**config.mk**
```make
export PLATFORM = sky130hd
export DESIGN_NAME = bus_fifo_terminal_flat
export DESIGN_NICKNAME = d
export VERILOG_FILES = /design/src/rtl/bus_fifo_terminal_if.sv /design/src/rtl/bus_fifo_terminal.sv /design/src/flat_wrapper.sv
export SDC_FILE = /design/constraint.sdc
export NUM_CORES = 1
export LEC_CHECK = 0
export CAP_MARGIN = 10
export CORE_ASPECT_RATIO = 1.4
export CORE_MARGIN = 5
export CORE_UTILIZATION = 40
export DETAILED_ROUTE_END_ITERATION = 10
export PLACE_DENSITY = 0.6
export SKIP_CTS_REPAIR_TIMING = 1
export SLEW_MARGIN = 10
export SYNTH_ARGS = -nofsm -noshare
export SYNTH_HDL_FRONTEND = slang
export SYNTH_SLANG_ARGS = --single-unit
export TNS_END_PERCENT = 10
```
**constraint.sdc**
```tcl
create_clock -name clk -period 8.7 [get_ports clk]
set_input_delay 1.74 -clock clk [delete_from_list [all_inputs] [get_ports clk]]
set_output_delay 1.74 -clock clk [all_outputs]
set_load 0.01 [all_outputs]
```
**src/rtl/bus_fifo_terminal_if.sv**
```systemverilog
// Bus-terminal signal bundle: host TX/RX FIFO access plus the bus driver's
// pop/pndng/D_pop read handshake and push/D_push write path.
interface bus_fifo_terminal_if #(
  parameter int pckg_sz = 16
);
  logic               host_push;
  logic [pckg_sz-1:0] host_din;
  logic               host_full;
  logic               pndng;
  logic [pckg_sz-1:0] D_pop;
  logic               pop;
  logic               push;
  logic [pckg_sz-1:0] D_push;
  logic               rx_pndng;
  logic [pckg_sz-1:0] rx_dout;
  logic               rx_pop;
  logic               tx_ovf;
  logic               tx_udf;
  logic               rx_ovf;
  logic [7:0]         rx_drop_cnt;

  modport slave (
    input  host_push, host_din, pop, push, D_push, rx_pop,
    output host_full, pndng, D_pop, rx_pndng, rx_dout,
           tx_ovf, tx_udf, rx_ovf, rx_drop_cnt
  );

  modport master (
    output host_push, host_din, pop, push, D_push, rx_pop,
    input  host_full, pndng, D_pop, rx_pndng, rx_dout,
           tx_ovf, tx_udf, rx_ovf, rx_drop_cnt
  );
endinterface

```
**src/rtl/bus_fifo_terminal.sv**
```systemverilog
// Device-side bus terminal: host-filled TX FIFO drained by the bus driver and
// an address-filtered RX FIFO drained by the host; both first-word fall-through.
module bus_fifo_terminal #(
  parameter int         pckg_sz = 16,
  parameter int         depth   = 8,
  parameter logic [7:0] id      = 8'd0,
  parameter logic [7:0] bcast   = 8'hFF
) (
  input logic                clk,
  input logic                reset,
  bus_fifo_terminal_if.slave bus
);
  localparam int              AW     = $clog2(depth);
  localparam int              CW     = AW + 1;
  localparam logic [CW-1:0]   FULL_C = CW'(depth);

  function automatic logic [7:0] sat_inc8(input logic [7:0] v);
    return (v == 8'hFF) ? v : v + 8'd1;
  endfunction

  // TX FIFO
  logic [pckg_sz-1:0] r_tx_mem [depth];
  logic [AW-1:0]      r_tx_wr, r_tx_rd;
  logic [CW-1:0]      r_tx_cnt;
  logic               r_tx_full, r_tx_ovf, r_tx_udf;
  logic               w_tx_empty, w_tx_pop_ok, w_tx_push_ok;
  logic [CW-1:0]      w_tx_cnt_nxt;

  assign w_tx_empty   = (r_tx_cnt == '0);
  assign w_tx_pop_ok  = bus.pop && !w_tx_empty;
  // A pop on a full FIFO frees the slot the simultaneous push needs.
  assign w_tx_push_ok = bus.host_push && (!r_tx_full || w_tx_pop_ok);
  assign w_tx_cnt_nxt = r_tx_cnt + CW'(w_tx_push_ok) - CW'(w_tx_pop_ok);

  always_ff @(posedge clk) begin
    if (w_tx_push_ok) r_tx_mem[r_tx_wr] <= bus.host_din;
  end

  always_ff @(posedge clk) begin
    if (reset) begin
      r_tx_wr   <= '0;
      r_tx_rd   <= '0;
      r_tx_cnt  <= '0;
      r_tx_full <= 1'b0;
      r_tx_ovf  <= 1'b0;
      r_tx_udf  <= 1'b0;
    end else begin
      if (w_tx_push_ok) r_tx_wr <= r_tx_wr + 1'b1;
      if (w_tx_pop_ok)  r_tx_rd <= r_tx_rd + 1'b1;
      r_tx_cnt  <= w_tx_cnt_nxt;
      r_tx_full <= (w_tx_cnt_nxt == FULL_C);
      if (bus.host_push && !w_tx_push_ok) r_tx_ovf <= 1'b1;
      if (bus.pop && w_tx_empty)          r_tx_udf <= 1'b1;
    end
  end

  assign bus.pndng     = !w_tx_empty;
  assign bus.D_pop     = w_tx_empty ? '0 : r_tx_mem[r_tx_rd];
  assign bus.host_full = r_tx_full;
  assign bus.tx_ovf    = r_tx_ovf;
  assign bus.tx_udf    = r_tx_udf;

  // RX FIFO
  logic [pckg_sz-1:0] r_rx_mem [depth];
  logic [AW-1:0]      r_rx_wr, r_rx_rd;
  logic [CW-1:0]      r_rx_cnt;
  logic               r_rx_ovf;
  logic [7:0]         r_rx_drop;
  logic               w_rx_empty, w_rx_full, w_rx_hit, w_rx_pop_ok, w_rx_wr_ok;

  assign w_rx_empty  = (r_rx_cnt == '0);
  assign w_rx_full   = (r_rx_cnt == FULL_C);
  assign w_rx_hit    = (bus.D_push[pckg_sz-1 -: 8] == id) ||
                       (bus.D_push[pckg_sz-1 -: 8] == bcast);
  assign w_rx_pop_ok = bus.rx_pop && !w_rx_empty;
  assign w_rx_wr_ok  = bus.push && w_rx_hit && (!w_rx_full || w_rx_pop_ok);

  always_ff @(posedge clk) begin
    if (w_rx_wr_ok) r_rx_mem[r_rx_wr] <= bus.D_push;
  end

  always_ff @(posedge clk) begin
    if (reset) begin
      r_rx_wr   <= '0;
      r_rx_rd   <= '0;
      r_rx_cnt  <= '0;
      r_rx_ovf  <= 1'b0;
      r_rx_drop <= '0;
    end else begin
      if (w_rx_wr_ok)  r_rx_wr <= r_rx_wr + 1'b1;
      if (w_rx_pop_ok) r_rx_rd <= r_rx_rd + 1'b1;
      r_rx_cnt <= r_rx_cnt + CW'(w_rx_wr_ok) - CW'(w_rx_pop_ok);
      if (bus.push && w_rx_hit && !w_rx_wr_ok) r_rx_ovf <= 1'b1;
      // Filtered and overflowed pushes both count as drops.
      if (bus.push && !w_rx_wr_ok) r_rx_drop <= sat_inc8(r_rx_drop);
    end
  end

  assign bus.rx_pndng    = !w_rx_empty;
  assign bus.rx_dout     = w_rx_empty ? '0 : r_rx_mem[r_rx_rd];
  assign bus.rx_ovf      = r_rx_ovf;
  assign bus.rx_drop_cnt = r_rx_drop;
endmodule

```
**src/flat_wrapper.sv**
```systemverilog
// flat-port wrapper written by rule: the top's interface ports become plain ports
module bus_fifo_terminal_flat 
#(
  parameter int         pckg_sz = 16,
  parameter int         depth   = 8,
  parameter logic [7:0] id      = 8'd0,
  parameter logic [7:0] bcast   = 8'hFF
)
  (clk, reset, bus_host_push, bus_host_din, bus_pop, bus_push, bus_D_push, bus_rx_pop, bus_host_full, bus_pndng, bus_D_pop, bus_rx_pndng, bus_rx_dout, bus_tx_ovf, bus_tx_udf, bus_rx_ovf, bus_rx_drop_cnt);
  bus_fifo_terminal_if #(.pckg_sz(pckg_sz)) bus_i ();
  input logic clk;
  input logic reset;
  input wire logic [$bits(bus_i.host_push)-1:0] bus_host_push;
  input wire logic [$bits(bus_i.host_din)-1:0] bus_host_din;
  input wire logic [$bits(bus_i.pop)-1:0] bus_pop;
  input wire logic [$bits(bus_i.push)-1:0] bus_push;
  input wire logic [$bits(bus_i.D_push)-1:0] bus_D_push;
  input wire logic [$bits(bus_i.rx_pop)-1:0] bus_rx_pop;
  output wire logic [$bits(bus_i.host_full)-1:0] bus_host_full;
  output wire logic [$bits(bus_i.pndng)-1:0] bus_pndng;
  output wire logic [$bits(bus_i.D_pop)-1:0] bus_D_pop;
  output wire logic [$bits(bus_i.rx_pndng)-1:0] bus_rx_pndng;
  output wire logic [$bits(bus_i.rx_dout)-1:0] bus_rx_dout;
  output wire logic [$bits(bus_i.tx_ovf)-1:0] bus_tx_ovf;
  output wire logic [$bits(bus_i.tx_udf)-1:0] bus_tx_udf;
  output wire logic [$bits(bus_i.rx_ovf)-1:0] bus_rx_ovf;
  output wire logic [$bits(bus_i.rx_drop_cnt)-1:0] bus_rx_drop_cnt;
  assign bus_i.host_push = bus_host_push;
  assign bus_i.host_din = bus_host_din;
  assign bus_i.pop = bus_pop;
  assign bus_i.push = bus_push;
  assign bus_i.D_push = bus_D_push;
  assign bus_i.rx_pop = bus_rx_pop;
  assign bus_host_full = bus_i.host_full;
  assign bus_pndng = bus_i.pndng;
  assign bus_D_pop = bus_i.D_pop;
  assign bus_rx_pndng = bus_i.rx_pndng;
  assign bus_rx_dout = bus_i.rx_dout;
  assign bus_tx_ovf = bus_i.tx_ovf;
  assign bus_tx_udf = bus_i.tx_udf;
  assign bus_rx_ovf = bus_i.rx_ovf;
  assign bus_rx_drop_cnt = bus_i.rx_drop_cnt;
  bus_fifo_terminal #(.pckg_sz(pckg_sz), .depth(depth), .id(id), .bcast(bcast)) u_core (.clk(clk), .reset(reset), .bus(bus_i));
endmodule
```
==> results.md <==
* Setup TNS at 0 ps
* Fillers at 2,404
* TritonCTS clock tree: yes
* DIE AREA at 32,540 um2
* Post-synthesis sequential area ratio at 72.87%
* Clock Skew at 12.95 ps
* Vias at 5,722
* Global-route wire length before repair at 35.78 mm
* Largest family of logic cells by synthesized area: multiplexers
* Mux cell area share after synthesis at 15.75%
* Worst Path Arrival at 2820 ps
* Syn-to-layout area delta at 19.09%
* Clock period minus worst slack at 4560 ps
* Share of cells above drive strength 1 at 19.60%
* Worst-Margin Slew at 1072 ps
* Synth Warn # at 0
* Slew Limit Fails at 0
* Crit path max fanout at 32
* Die Wd at 153.9 um
* Fin crit share at 52.41%
* Residual DRC at 0
* HP Class: flop to flop
* Status: complete, no violations
* Fraction of the mapped netlist area in compound gates at 1.403%
* Fmax achieved at 219.3 MHz
* Adder-cell area share of the yosys netlist at 2.072%
* GRT overflow at 0
* Final Power at 3.794 mW
* Clk_lat worst skew at 530 ps
* Net Count, Synth at 679
* Vias in the first global route at 6,279
* RSZ-0062 raised after global routing: false
* Slew Limit Headroom at 28.43%
* Drt wl/cell at 20.35 um
* Max clock buf depth at 3
* CTS buffer count at 28
* Startpoint Class: flop
* Worst endpoint required time at 6960 ps
* Cells after Synth at 623
* ANT nets after route at 0
* Clock Tree Root: clkbuf_16
* Final nets at 781
* Htree depth at 1
* Post-Syn Area at 11,590 um2
* Setup CP Type: flop to output pin
* Port buffer count at 83
* Leakage power at 4.398 nW
* Clock slew at the register clock pins of the worst setup and hold paths at 60 ps
* Die Height at 211.4 um
* DR iter-0 viols at 379
* Mean post-synth cell area at 18.61 um2
* I/O pin total at 84
* Count of final hold-check violations at 0
* Clock sink count at 294
* Peak VDD IR at 200.6 uV
* FP Rows at 73
* Final setup violating endpoints at 0
* Initial core utilization at 40.68%
* Via density at 5.109
* Netlist cell types at 46
* XOR/XNOR share of the synthesized area at 0.7555%
* Crit. End Element: output pin
* Pwr Density at 274.8 nW/um2
* Synth Register Bits at 294
* Core Box Area at 28,500 um2
* Synth Area in Simple Gates at 5.342%
* Initial antenna violation count at 0
* Dpl hpwl at 14.39 mm
* All-Layer GR Usage at 13.97%
* Max-cap violations at 0
* Final GP Congestion at 0.7145
* Largest net degree at the start of global routing at 39
* N_diodes at 0
* Drt first pass iters at 4
* Routed WL at 22.79 mm
[placed cells by master (no fill, tap or decap), drive strengths merged, types with 4 or more instances in the layout]
cell	Yosys	layout
edfxtp	256	256
clkbuf	12	33
xnor2	5	5
buf	16	17
nand3	5	5
dfxtp	38	38
nand2	14	14
mux2i	35	35
and3	4	4
a21oi	15	15
nor2	64	64
inv	20	21
ha	16	16
mux4	64	64
clkinv	1	15
nor2b	6	6
clkdlybuf4s50	0	83
xor2	5	5
nand2b	9	9
nor3	4	4
[worst max-delay path, cell delays in order (launching register included)]
cell and delay (ps):
dfxtp_2 310, buf_4 530, mux4_2 580, mux2i_1 240
nor2_1 80, clkdlybuf4s50_1 530
[registers in the layout (all words and copies together), names as in the netlist, 4 cells and up, named ones only]
register	flops
u_core.bus.rx_drop_cnt	8
u_core.r_rx_cnt	4
u_core.r_tx_mem	128
u_core.r_tx_cnt	4
u_core.r_rx_mem	128
[metrics by stage]
stage | setup WS, ps | hold slack, ps | instances | utilization [%] | cell area (um2)
6_report | 4140 | 472.9 | 1120 | 48.45 | 13810
5_1_grt | 3952 | 512.4 | 1120 | 48.45 | 13810
4_1_cts | 4047 | 477.3 | 1120 | 48.45 | 13810
3_5_place_dp | 3892 | 467.7 | 1070 | 45.47 | 12960
3_3_place_gp | 3935 | 456.5 | 1070 | 45.47 | 12960
2_1_floorplan | 4015 | 454.1 | 623 | - | 11590
[logic make-up after synthesis]
group / count (synthesis)
AOI/OAI and AO/OA: 25
xor gates and xnor gates: 10
adders and majority gates: 18
buffers and inverters: 49
DFF: 294
muxes: 102
and+or+nand+nor: 125
[area by class of cell]
| type | instances | area, um2 | area share [%] |
|---|---|---|---|
| Clock buffer | 33 | 740.7 | 5.365 |
| Clock inverter | 17 | 108.9 | 0.7884 |
| Inverter | 21 | 83.83 | 0.6072 |
| Multi-Input combinational cell | 280 | 2993 | 21.68 |
| Sequential cell | 294 | 8453 | 61.22 |
| Tap cell | 375 | 469.2 | 3.398 |
| Timing Repair Buffer | 100 | 958.4 | 6.942 |
[cell usage after synthesis, drive strengths merged]
cell type	count	area [um2]
o21ai	1	5.000
xor2	5	43.79
nor4b	2	17.52
and2	2	13.77
mux2i	35	350.3
nor3	4	20.02
and3	4	30.03
a31oi	1	6.260
nand3	5	25.02
a21boi	1	18.77
mux4	64	1441
or3	1	7.510
dfxtp	38	760.7
nand2b	9	58.81
nor2	64	242.7
buf	16	81.32
o31ai	3	22.52
nor2b	6	37.54
and4b	1	10.01
ha	16	200.2
mux2	3	33.78
nand4	3	18.77
fa	2	40.04
clkbuf	12	45.04
nor3b	3	32.53
or4	3	22.52
nor4	3	18.77
or2	1	6.260
xnor2	5	43.79
clkinv	1	8.760
nand2	14	57.55
a21o	2	15.01
o211ai	1	7.510
a21oi	15	78.83
a31o	1	8.760
edfxtp	256	7687
inv	20	75.07
[layer usage]
layer / vias up / track usage [%] / routed length (um) / share of wire (%)
li1: 2641 / - / - / -
met1: 2930 / 15.60 / 8613 / 38
met2: 115 / 27.52 / 12880 / 57
met3: 36 / 2.249 / 854 / 3.7
met4: 0 / 3.413 / 439 / 1.9
met5: - / 0 / 0 / 0
[report_power, final]
group | internal (mW) | switching [mW] | leakage, nW
registers | 1.60 | 0.0598 | 2.62
logic | 0.532 | 0.473 | 1.36
clock network | 0.634 | 0.492 | 0.416
total | 2.77 | 1.02 | 4.40
[final timing paths]
path	from	end	slack [ps]	cells after the start
max	flop	bus_D_pop[15]	4140	5
min	u_core.r_rx_rd[1]	flop	470	2
max reg2reg	u_core.r_tx_cnt[2]	u_core.bus.host_full	5300	13
min reg2reg	u_core.r_rx_rd[1]	flop	470	2
Note: power is estimated with default switching activity, not from simulation.
